### config.mk
export PLATFORM = sky130hd
export DESIGN_NAME = monitor_arbiter
export DESIGN_NICKNAME = d
export VERILOG_FILES = /design/src/rtl/monitor_arbiter.sv
export SDC_FILE = /design/constraint.sdc
export NUM_CORES = 1
export LEC_CHECK = 0
export BUFFER_PORTS_ARGS = -buffer_cell sky130_fd_sc_hd__buf_2
export CAP_MARGIN = 30
export CELL_PAD_IN_SITES_DETAIL_PLACEMENT = 1
export CELL_PAD_IN_SITES_GLOBAL_PLACEMENT = 1
export CORE_AREA = 2 2 123 125
export DETAILED_ROUTE_END_ITERATION = 10
export DIE_AREA = 0 0 125 127
export GPL_TIMING_DRIVEN = 0
export HOLD_SLACK_MARGIN = 0.1
export PLACE_DENSITY_LB_ADDON = 0.1
export SETUP_SLACK_MARGIN = 0.2
export SLEW_MARGIN = 20
export SYNTH_ARGS = -nofsm -noshare
export SYNTH_HDL_FRONTEND = slang
export SYNTH_SLANG_ARGS = --single-unit
### constraint.sdc
create_clock -name sys_clk -period 1.8 [get_ports sys_clk]
set_clock_uncertainty 0.2 [all_clocks]
set_input_delay 0.36 -clock sys_clk [delete_from_list [all_inputs] [get_ports sys_clk]]
set_output_delay 0.36 -clock sys_clk [all_outputs]
set_load 0.01 [all_outputs]
### src/rtl/monitor_arbiter.sv
// monitor_arbiter: two-master Wishbone arbiter that shares the monitor RAM
// slave between the CPU instruction bus (m0) and the debug/data bus (m1).
// Grants are round-robin and stay locked for a whole bus cycle (cyc).
//
// Ports:
//   sys_clk, sys_rst_n        clock, asynchronous active-low reset
//   m0_* / m1_*               master Wishbone ports (adr/dat/sel/we/stb/cyc in,
//                             dat/ack/err out)
//   s_*                       muxed slave Wishbone port
//   grant_o                   one-hot grant status, 2'b00 when idle
//
// Optional feature: define MONITOR_ARB_WATCHDOG_EN to add a watchdog that
// terminates a stalled slave access with a one-cycle err pulse after TIMEOUT
// stalled cycles. Without it the err outputs are tied low.

module monitor_arbiter #(
  parameter int unsigned TIMEOUT = 16
) (
  input  logic        sys_clk,
  input  logic        sys_rst_n,

  input  logic [31:0] m0_adr_i,
  input  logic [31:0] m0_dat_i,
  input  logic [3:0]  m0_sel_i,
  input  logic        m0_we_i,
  input  logic        m0_stb_i,
  input  logic        m0_cyc_i,
  output logic [31:0] m0_dat_o,
  output logic        m0_ack_o,
  output logic        m0_err_o,

  input  logic [31:0] m1_adr_i,
  input  logic [31:0] m1_dat_i,
  input  logic [3:0]  m1_sel_i,
  input  logic        m1_we_i,
  input  logic        m1_stb_i,
  input  logic        m1_cyc_i,
  output logic [31:0] m1_dat_o,
  output logic        m1_ack_o,
  output logic        m1_err_o,

  output logic [31:0] s_adr_o,
  output logic [31:0] s_dat_o,
  output logic [3:0]  s_sel_o,
  output logic        s_we_o,
  output logic        s_stb_o,
  output logic        s_cyc_o,
  input  logic [31:0] s_dat_i,
  input  logic        s_ack_i,

  output logic [1:0]  grant_o
);

  localparam int unsigned AW = 32;
  localparam int unsigned DW = 32;
  localparam int unsigned SW = 4;

  // Elaboration-time range check on the watchdog threshold.
  if (TIMEOUT < 2 || TIMEOUT > 255) begin : g_bad_timeout
    $error("monitor_arbiter: TIMEOUT must be in 2..255");
  end

  typedef enum logic {
    IDLE = 1'b0,
    BUSY = 1'b1
  } state_e;

  state_e state_q, state_d;
  logic   gnt_q, gnt_d;     // 0 = m0, 1 = m1
  logic   last_q, last_d;   // last master served

  logic          req0, req1, busy;
  logic [AW-1:0] g_adr;
  logic [DW-1:0] g_dat;
  logic [SW-1:0] g_sel;
  logic          g_we, g_stb, g_cyc;
  logic          err_now;   // watchdog err cycle in progress
  logic          ack_ok;

  assign req0 = m0_cyc_i & m0_stb_i;
  assign req1 = m1_cyc_i & m1_stb_i;
  assign busy = (state_q == BUSY);

  // Granted master's request fields.
  always_comb begin
    g_adr = m0_adr_i;
    g_dat = m0_dat_i;
    g_sel = m0_sel_i;
    g_we  = m0_we_i;
    g_stb = m0_stb_i;
    g_cyc = m0_cyc_i;
    if (gnt_q) begin
      g_adr = m1_adr_i;
      g_dat = m1_dat_i;
      g_sel = m1_sel_i;
      g_we  = m1_we_i;
      g_stb = m1_stb_i;
      g_cyc = m1_cyc_i;
    end
  end

  // Next-state: round-robin on a tie, release when the granted cyc drops.
  always_comb begin
    state_d = state_q;
    gnt_d   = gnt_q;
    last_d  = last_q;
    case (state_q)
      IDLE: begin
        if (req0 || req1) begin
          state_d = BUSY;
          gnt_d   = (req0 && req1) ? ~last_q : req1;
        end
      end
      BUSY: begin
        if (!g_cyc) begin
          state_d = IDLE;
          last_d  = gnt_q;
          gnt_d   = 1'b0;
        end
      end
    endcase
  end

  // State registers; reset makes m0 win the first tie.
  always_ff @(posedge sys_clk or negedge sys_rst_n) begin
    if (!sys_rst_n) begin
      state_q <= IDLE;
      gnt_q   <= 1'b0;
      last_q  <= 1'b1;
    end else begin
      state_q <= state_d;
      gnt_q   <= gnt_d;
      last_q  <= last_d;
    end
  end

  // Slave-side mux; everything is zero while idle.
  assign s_adr_o = busy ? g_adr : '0;
  assign s_dat_o = busy ? g_dat : '0;
  assign s_sel_o = busy ? g_sel : '0;
  assign s_we_o  = busy & g_we;
  assign s_cyc_o = busy & g_cyc;
  assign s_stb_o = busy & g_stb & ~err_now;

  // Ack is routed only to the granted master; stray acks in IDLE vanish.
  assign ack_ok   = busy & s_ack_i & ~err_now;
  assign m0_ack_o = ack_ok & ~gnt_q;
  assign m1_ack_o = ack_ok &  gnt_q;

  assign m0_dat_o = s_dat_i;
  assign m1_dat_o = s_dat_i;

  assign grant_o = busy ? (gnt_q ? 2'b10 : 2'b01) : 2'b00;

`ifdef MONITOR_ARB_WATCHDOG_EN
  localparam int unsigned CNT_W = $clog2(TIMEOUT);

  logic [CNT_W-1:0] wd_cnt_q, wd_cnt_d;
  logic             err_q, err_d;
  logic             stalled;

  // Only count while the access continues past this edge (cyc still high).
  assign stalled = busy & g_cyc & s_stb_o & ~s_ack_i;

  // Watchdog: terminal count raises err for one cycle and restarts the count.
  always_comb begin
    wd_cnt_d = '0;
    err_d    = 1'b0;
    if (stalled) begin
      if (wd_cnt_q == CNT_W'(TIMEOUT - 1)) begin
        err_d = 1'b1;
      end else begin
        wd_cnt_d = wd_cnt_q + CNT_W'(1);
      end
    end
  end

  always_ff @(posedge sys_clk or negedge sys_rst_n) begin
    if (!sys_rst_n) begin
      wd_cnt_q <= '0;
      err_q    <= 1'b0;
    end else begin
      wd_cnt_q <= wd_cnt_d;
      err_q    <= err_d;
    end
  end

  assign err_now  = err_q;
  assign m0_err_o = err_q & ~gnt_q;
  assign m1_err_o = err_q &  gnt_q;
`else
  assign err_now  = 1'b0;
  assign m0_err_o = 1'b0;
  assign m1_err_o = 1'b0;
`endif

endmodule

==> flow_summary.toml, run 1 <==
[pwr]
p_leak_nw = 2.26
combPwrFrac_pct = 88.0
clkPwrFrac_pct = 8.6
peakVddDrop_mv = 0.513
power_frac_seq_pct = 3.3
power_mw = 4.07
power.switching_mw = 1.83
power.density_nw_per_um2 = 1080
p_sw_share_pct = 45.1
intPower_mw = 2.24

[detailed_routing]
drt_iter0_drc = 46
drc_errors = 0
via_count = 2710
viasPerCell = 3.72
first_pass_iters = 4
post_drt_wl_per_cell_um = 13.6
routed_wl_um = 9930
ant_nets = 0

[setup_path]
cpMostUsedCell = "buf_12"
slowest_stage = "dfrtp_1"
crit_fanout = 7
crit_path_end_kind = "output pin"
max_stage_delay_ns = 0.37
reg2regPathDepth = 6
cp.required_ns = 1.24
critPathLaunchType = "flop"
path_cells = "buf_6 -> buf_12 -> buf_12 -> mux2i_1 -> nor2_1 -> buf_2"
rr_startpoint = "gnt_q$_DFFE_PN0P_"
path_class = "flop to output pin"
rr_endpoint = "gnt_q$_DFFE_PN0P_"
startpoint = "gnt_q$_DFFE_PN0P_"
crit_end = "s_dat_o[17]"
r2r_slack_ns = 0.41
cp.arrival_ns = 1.45

[timing]
post-route-period-util_pct = 111
rsz0062_at_grt = "yes"
fin_hold_ws_ns = 0.250
slew_viol_final = 0
final_hold_viol_count = 0
finalSetupViolCount = 75
min_period_ns = 2.01
setup_ws_ns = -0.206
setup_tns_ns = -8.49
max_freq_mhz = 498

[hold_path]
min_from = "m1_stb_i"
hold_class = "input port to flop"

[cts]
cts_root_buf = "clkbuf_16"
clockBufferDepth = 2
clkTransAtPathRegs_ns = 0.03
worstSkewPairLatency_ns = 0.22
cts_buffers = 3
cts-htree-levels = 1
cts.sinks = 3
cts_tree = "yes"

[floorplanning]
core_um2 = 14400
fp.dieH_um = 127
fp.dieW_um = 125
fp.dieArea_um2 = 15900
ios = 318
floorplan.initialDensity_pct = 12.5
row_count = 44

[final_layout]
layout_common_cells = "281 x buf_2, 74 x buf_4, 71 x nor2_1"
nNetsFinal = 722
area_delta_synth_final_pct = 109
drive_above_1_share_pct = 71.1
final_common_cell = "buf_2"
antennaDiodeCount = 0
nFillCells = 1840
stdcell_count = 728

[placed_design]
io_buffers = 283
place_inst = 713
place.gp.congestion = 0.746
hpwl_um = 8610
place_ws_ns = -0.259

[job]
maxCapViolations = 0

[synthesis]
ys_seq_area_share_pct = 4.24
syn_avg_cell_area_um2 = 7.35
yosys_warnings = 0
syn_inst = 245
ys_seq_elements = 3
ys_types = 20
synth_area_um2 = 1800

[global_routing]
grt_pass1_wl_um = 14300
grt_max_degree = 11
first_global_vias = 2818
antenna_found_initial = 0
gr-usage-all-layers_pct = 11.0
grt.overflow.total = 0

[status]
violations = "setup timing"
status = "finished, violations left"
## area by class of cell
type	count	area, µm²	share of cell area [%]
flip-flops and latches	3	77.6	2.07
clock buffers	4	78.8	2.10
inverters	2	10.0	0.267
well taps	184	230	6.13
multi-input cells	159	1090	29.2
plain buffers	82	716	19.1
repair buffers	294	1550	41.2
## synthesized netlist by cell type
| master | count | share of area, % |
|---|---|---|
| a21oi_1 | 2 | 0.56 |
| a22oi_1 | 1 | 0.42 |
| and2_1 | 1 | 0.35 |
| and3_1 | 1 | 0.35 |
| buf_12 | 5 | 5.6 |
| buf_2 | 2 | 0.56 |
| buf_4 | 69 | 29 |
| clkbuf_1 | 6 | 1.3 |
| conb_1 | 1 | 0.21 |
| dfrtp_1 | 2 | 2.8 |
| dfstp_2 | 1 | 1.5 |
| inv_1 | 1 | 0.21 |
| inv_2 | 1 | 0.21 |
| mux2i_1 | 71 | 39 |
| nand2_1 | 3 | 0.63 |
| nand2b_1 | 2 | 0.69 |
| nor2_1 | 73 | 15 |
| o2111ai_1 | 1 | 0.49 |
| o211ai_1 | 1 | 0.42 |
| o21bai_1 | 1 | 0.42 |
## logic make-up (layout without fill, tap and decap cells)
logic type,after synthesis,in the layout,synth area share [%]
and+or+nand+nor,80,80,17.2
DFF,3,3,4.24
muxes,71,71,39.5
other,1,2,0.208
buffers and inverters,84,382,36.6
AOI/OAI and AO/OA,6,6,2.29
## metal layers
| layer | up-vias | part of all wire (%) | track usage [%] |
|---|---|---|---|
| li1 | 1335 | - | - |
| met1 | 1198 | 34 | 10.8 |
| met2 | 169 | 56 | 23.0 |
| met3 | 8 | 9.4 | 3.06 |
| met4 | 0 | 0.90 | 1.44 |
| met5 | - | 0 | 0 |
## worst max-delay path, delay by kind of cell, from the launching register on
family                 cells  cell delay (ns)
flip-flops                 1             0.37
buffers and inverters      4             0.58
AND/OR/NAND/NOR            1             0.15
multiplexers               1             0.11
## worst min path at each step
| stage | endpoint | slack, ns | cells past startpoint |
|---|---|---|---|
| 2_1_floorplan | busy$_DFF_PN0_ | -0.14 | 0 |
| 4_1_cts | gnt_q$_DFFE_PN0P_ | 0.25 | 3 |
| 3_5_place_dp | gnt_q$_DFFE_PN0P_ | -0.03 | 1 |
| 5_1_grt | busy$_DFF_PN0_ | 0.28 | 2 |
| 6_report | gnt_q$_DFFE_PN0P_ | 0.25 | 3 |
| 3_3_place_gp | busy$_DFF_PN0_ | -0.04 | 1 |
## repair_timing
action	in CTS	in global routing
endpoints found under the setup margin	75	75
hold buffers	1	0
buffers inserted	4	5
resized for setup	22	22
gates cloned	1	0
pin swaps	5	9
hold endpoints to repair	3	0
## power by group through the flow
| stage | Clock (mW) | Combinational [mW] | Sequential (mW) |
|---|---|---|---|
| 2_1_floorplan | 0 | 2.04 | 0.125 |
| 3_3_place_gp | 0 | 3.17 | 0.135 |
| 3_5_place_dp | 0 | 3.19 | 0.136 |
| 4_1_cts | 0.353 | 3.46 | 0.145 |
| 5_1_grt | 0.360 | 3.92 | 0.141 |
| 6_report | 0.351 | 3.58 | 0.136 |
## sequential cells by signal (all words and copies together), names as in the netlist
| signal | flops |
|---|---|
| busy | 1 |
| gnt_q | 1 |
| last_q | 1 |
## per-stage QoR
step / util [%] / instance area, µm²
2_1_floorplan: - / 1800
6_report: 26.0 / 3750
3_5_place_dp: 23.9 / 3450
5_1_grt: 26.0 / 3750
4_1_cts: 25.3 / 3650
3_3_place_gp: 23.9 / 3450
No activity file was read; power rests on OpenSTA's default activity.
==> inputs of run 2 (changes only) <==
--- a/config.mk
+++ b/config.mk
@@ -15,7 +15,7 @@
 export GPL_TIMING_DRIVEN = 0
 export HOLD_SLACK_MARGIN = 0.1
 export PLACE_DENSITY_LB_ADDON = 0.1
-export SETUP_SLACK_MARGIN = 0.2
+export SETUP_SLACK_MARGIN = 0.5
 export SLEW_MARGIN = 20
 export SYNTH_ARGS = -nofsm -noshare
 export SYNTH_HDL_FRONTEND = slang
==> run 2 against run 1 <==
Effect of this change:
- worst hold slack got worse by 0.013 ns
- critical endpoint is now s_dat_o[20]
- routed wire length up 1.1%
- critical path depth is 1 higher
- die area stayed put
- register-to-register slack worse by 0.20 ns
- power is 6.6% higher
- via count grew 1.3%
- setup slack got worse by 0.033 ns
- clock power up 1%
- non-clock buffer count rose by 2
- final cell count grew 0.27%
- first-iteration DRC count fell by 30%
- the flow still finishes with violations (setup timing)
==> flow_summary.toml, run 2 (same netlist as run 1, synthesis figures left out) <==
[status]
status = "finished, violations left"
violations = "setup timing"

[global_routing]
grt.overflow.total = 0
first_global_vias = 2903
grt_max_degree = 11
grt_pass1_wl_um = 14900
antenna_found_initial = 0
gr-usage-all-layers_pct = 11.4

[cts]
cts_root_buf = "clkbuf_16"
clkTransAtPathRegs_ns = 0.03
cts_buffers = 3
cts-htree-levels = 1
cts.sinks = 3
worstSkewPairLatency_ns = 0.22
cts_tree = "yes"
clockBufferDepth = 2

[setup_path]
cp.required_ns = 1.24
crit_fanout = 5
crit_path_end_kind = "output pin"
path_class = "flop to output pin"
reg2regPathDepth = 7
r2r_slack_ns = 0.21
cp.arrival_ns = 1.48
rr_startpoint = "gnt_q$_DFFE_PN0P_"
critPathLaunchType = "flop"
rr_endpoint = "busy$_DFF_PN0_"

[hold_path]
min_path_cells = 3
holdPathEnd = "gnt_q$_DFFE_PN0P_"
hold_class = "input port to flop"
min_from = "m1_stb_i"

[timing]
setup_ws_ns = -0.239
rsz0062_at_grt = "yes"
final_hold_viol_count = 0
fin_hold_ws_ns = 0.237
setup_tns_ns = -10.83
slew_viol_final = 0
min_period_ns = 2.04
finalSetupViolCount = 74
max_freq_mhz = 490
post-route-period-util_pct = 113

[detailed_routing]
post_drt_wl_per_cell_um = 13.7
first_pass_iters = 4
viasPerCell = 3.76
drc_errors = 0
via_count = 2744
ant_nets = 0
drt_iter0_drc = 32
routed_wl_um = 10000

[placed_design]
hpwl_um = 8550
place_ws_ns = -0.221
place_inst = 713
place.gp.congestion = 0.793
io_buffers = 283

[final_layout]
antennaDiodeCount = 0
layout_common_cells = "281 x buf_2, 70 x buf_4, 69 x nor2_1"
drive_above_1_share_pct = 71.6
final_common_cell = "buf_2"
stdcell_count = 730
nNetsFinal = 724
area_delta_synth_final_pct = 115

[pwr]
p_leak_nw = 2.30
power_mw = 4.34
power.density_nw_per_um2 = 1120
peakVddDrop_mv = 0.432

[floorplanning]
floorplan.initialDensity_pct = 12.5
fp.dieH_um = 127
core_um2 = 14400
row_count = 44
fp.dieW_um = 125
fp.dieArea_um2 = 15900
ios = 318

[job]
maxCapViolations = 0
==> run 2: per-stage QoR <==
| step | util, % | instance area (µm²) |
|---|---|---|
| floorplan | - | 1840 |
| global placement | 24.2 | 3490 |
| detailed placement | 24.2 | 3490 |
| CTS | 26.6 | 3830 |
| global route | 26.8 | 3870 |
| finish | 26.8 | 3870 |
==> run 2: power breakdown <==
part	switching (mW)	internal (mW)
sequential	0.0395	0.106
clock	0.0626	0.292
combinational	1.82	2.02
total	1.92	2.42
==> run 2: timing repair <==
| action | in CTS | in global routing |
|---|---|---|
| gates cloned | 2 | 1 |
| hold buffers | 1 | 0 |
| resized for setup | 28 | 5 |
| pin swaps | 4 | 6 |
| endpoints found under the hold margin | 3 | 0 |
| setup endpoints to repair | 75 | 78 |
| setup buffers | 9 | 0 |
==> run 2: cell type report <==
class	instances	area (µm²)
Buffer	82	718
Timing Repair Buffer	296	1630
Fill cell	1831	10600
Clock buffer	4	78.8
Multi-Input combinational cell	159	1120
Tap cell	184	230
Sequential cell	3	77.6
Inverter	2	12.5
==> run 2: worst max-delay path by stage <==
stage / endpoint / cells after the start / startpoint / slack, ns
6_report: s_dat_o[20] / 7 / gnt_q$_DFFE_PN0P_ / -0.24
5_1_grt: s_dat_o[10] / 7 / gnt_q$_DFFE_PN0P_ / -0.32
4_1_cts: s_dat_o[11] / 7 / gnt_q$_DFFE_PN0P_ / -0.24
3_5_place_dp: s_adr_o[27] / 4 / busy$_DFF_PN0_ / -0.22
3_3_place_gp: s_adr_o[27] / 4 / busy$_DFF_PN0_ / -0.19
2_1_floorplan: s_adr_o[20] / 5 / gnt_q$_DFFE_PN0P_ / 0.20
==> run 2: worst max-delay path, stage by stage (launching register included) <==
cell and delay, ns:
dfrtp_1 0.36, buf_6 0.12, buf_12 0.14, buf_12 0.14, buf_12 0.13, mux2i_1 0.16
nor2_1 0.05, buf_2 0.15
==> run 2: routing by layer <==
metal	share of wire, %	vias up	GRT usage [%]
met5	0	-	0
met4	0.080	0	0.392
met3	8.7	2	2.72
met2	56	168	23.7
met1	36	1235	12.2
li1	-	1339	-
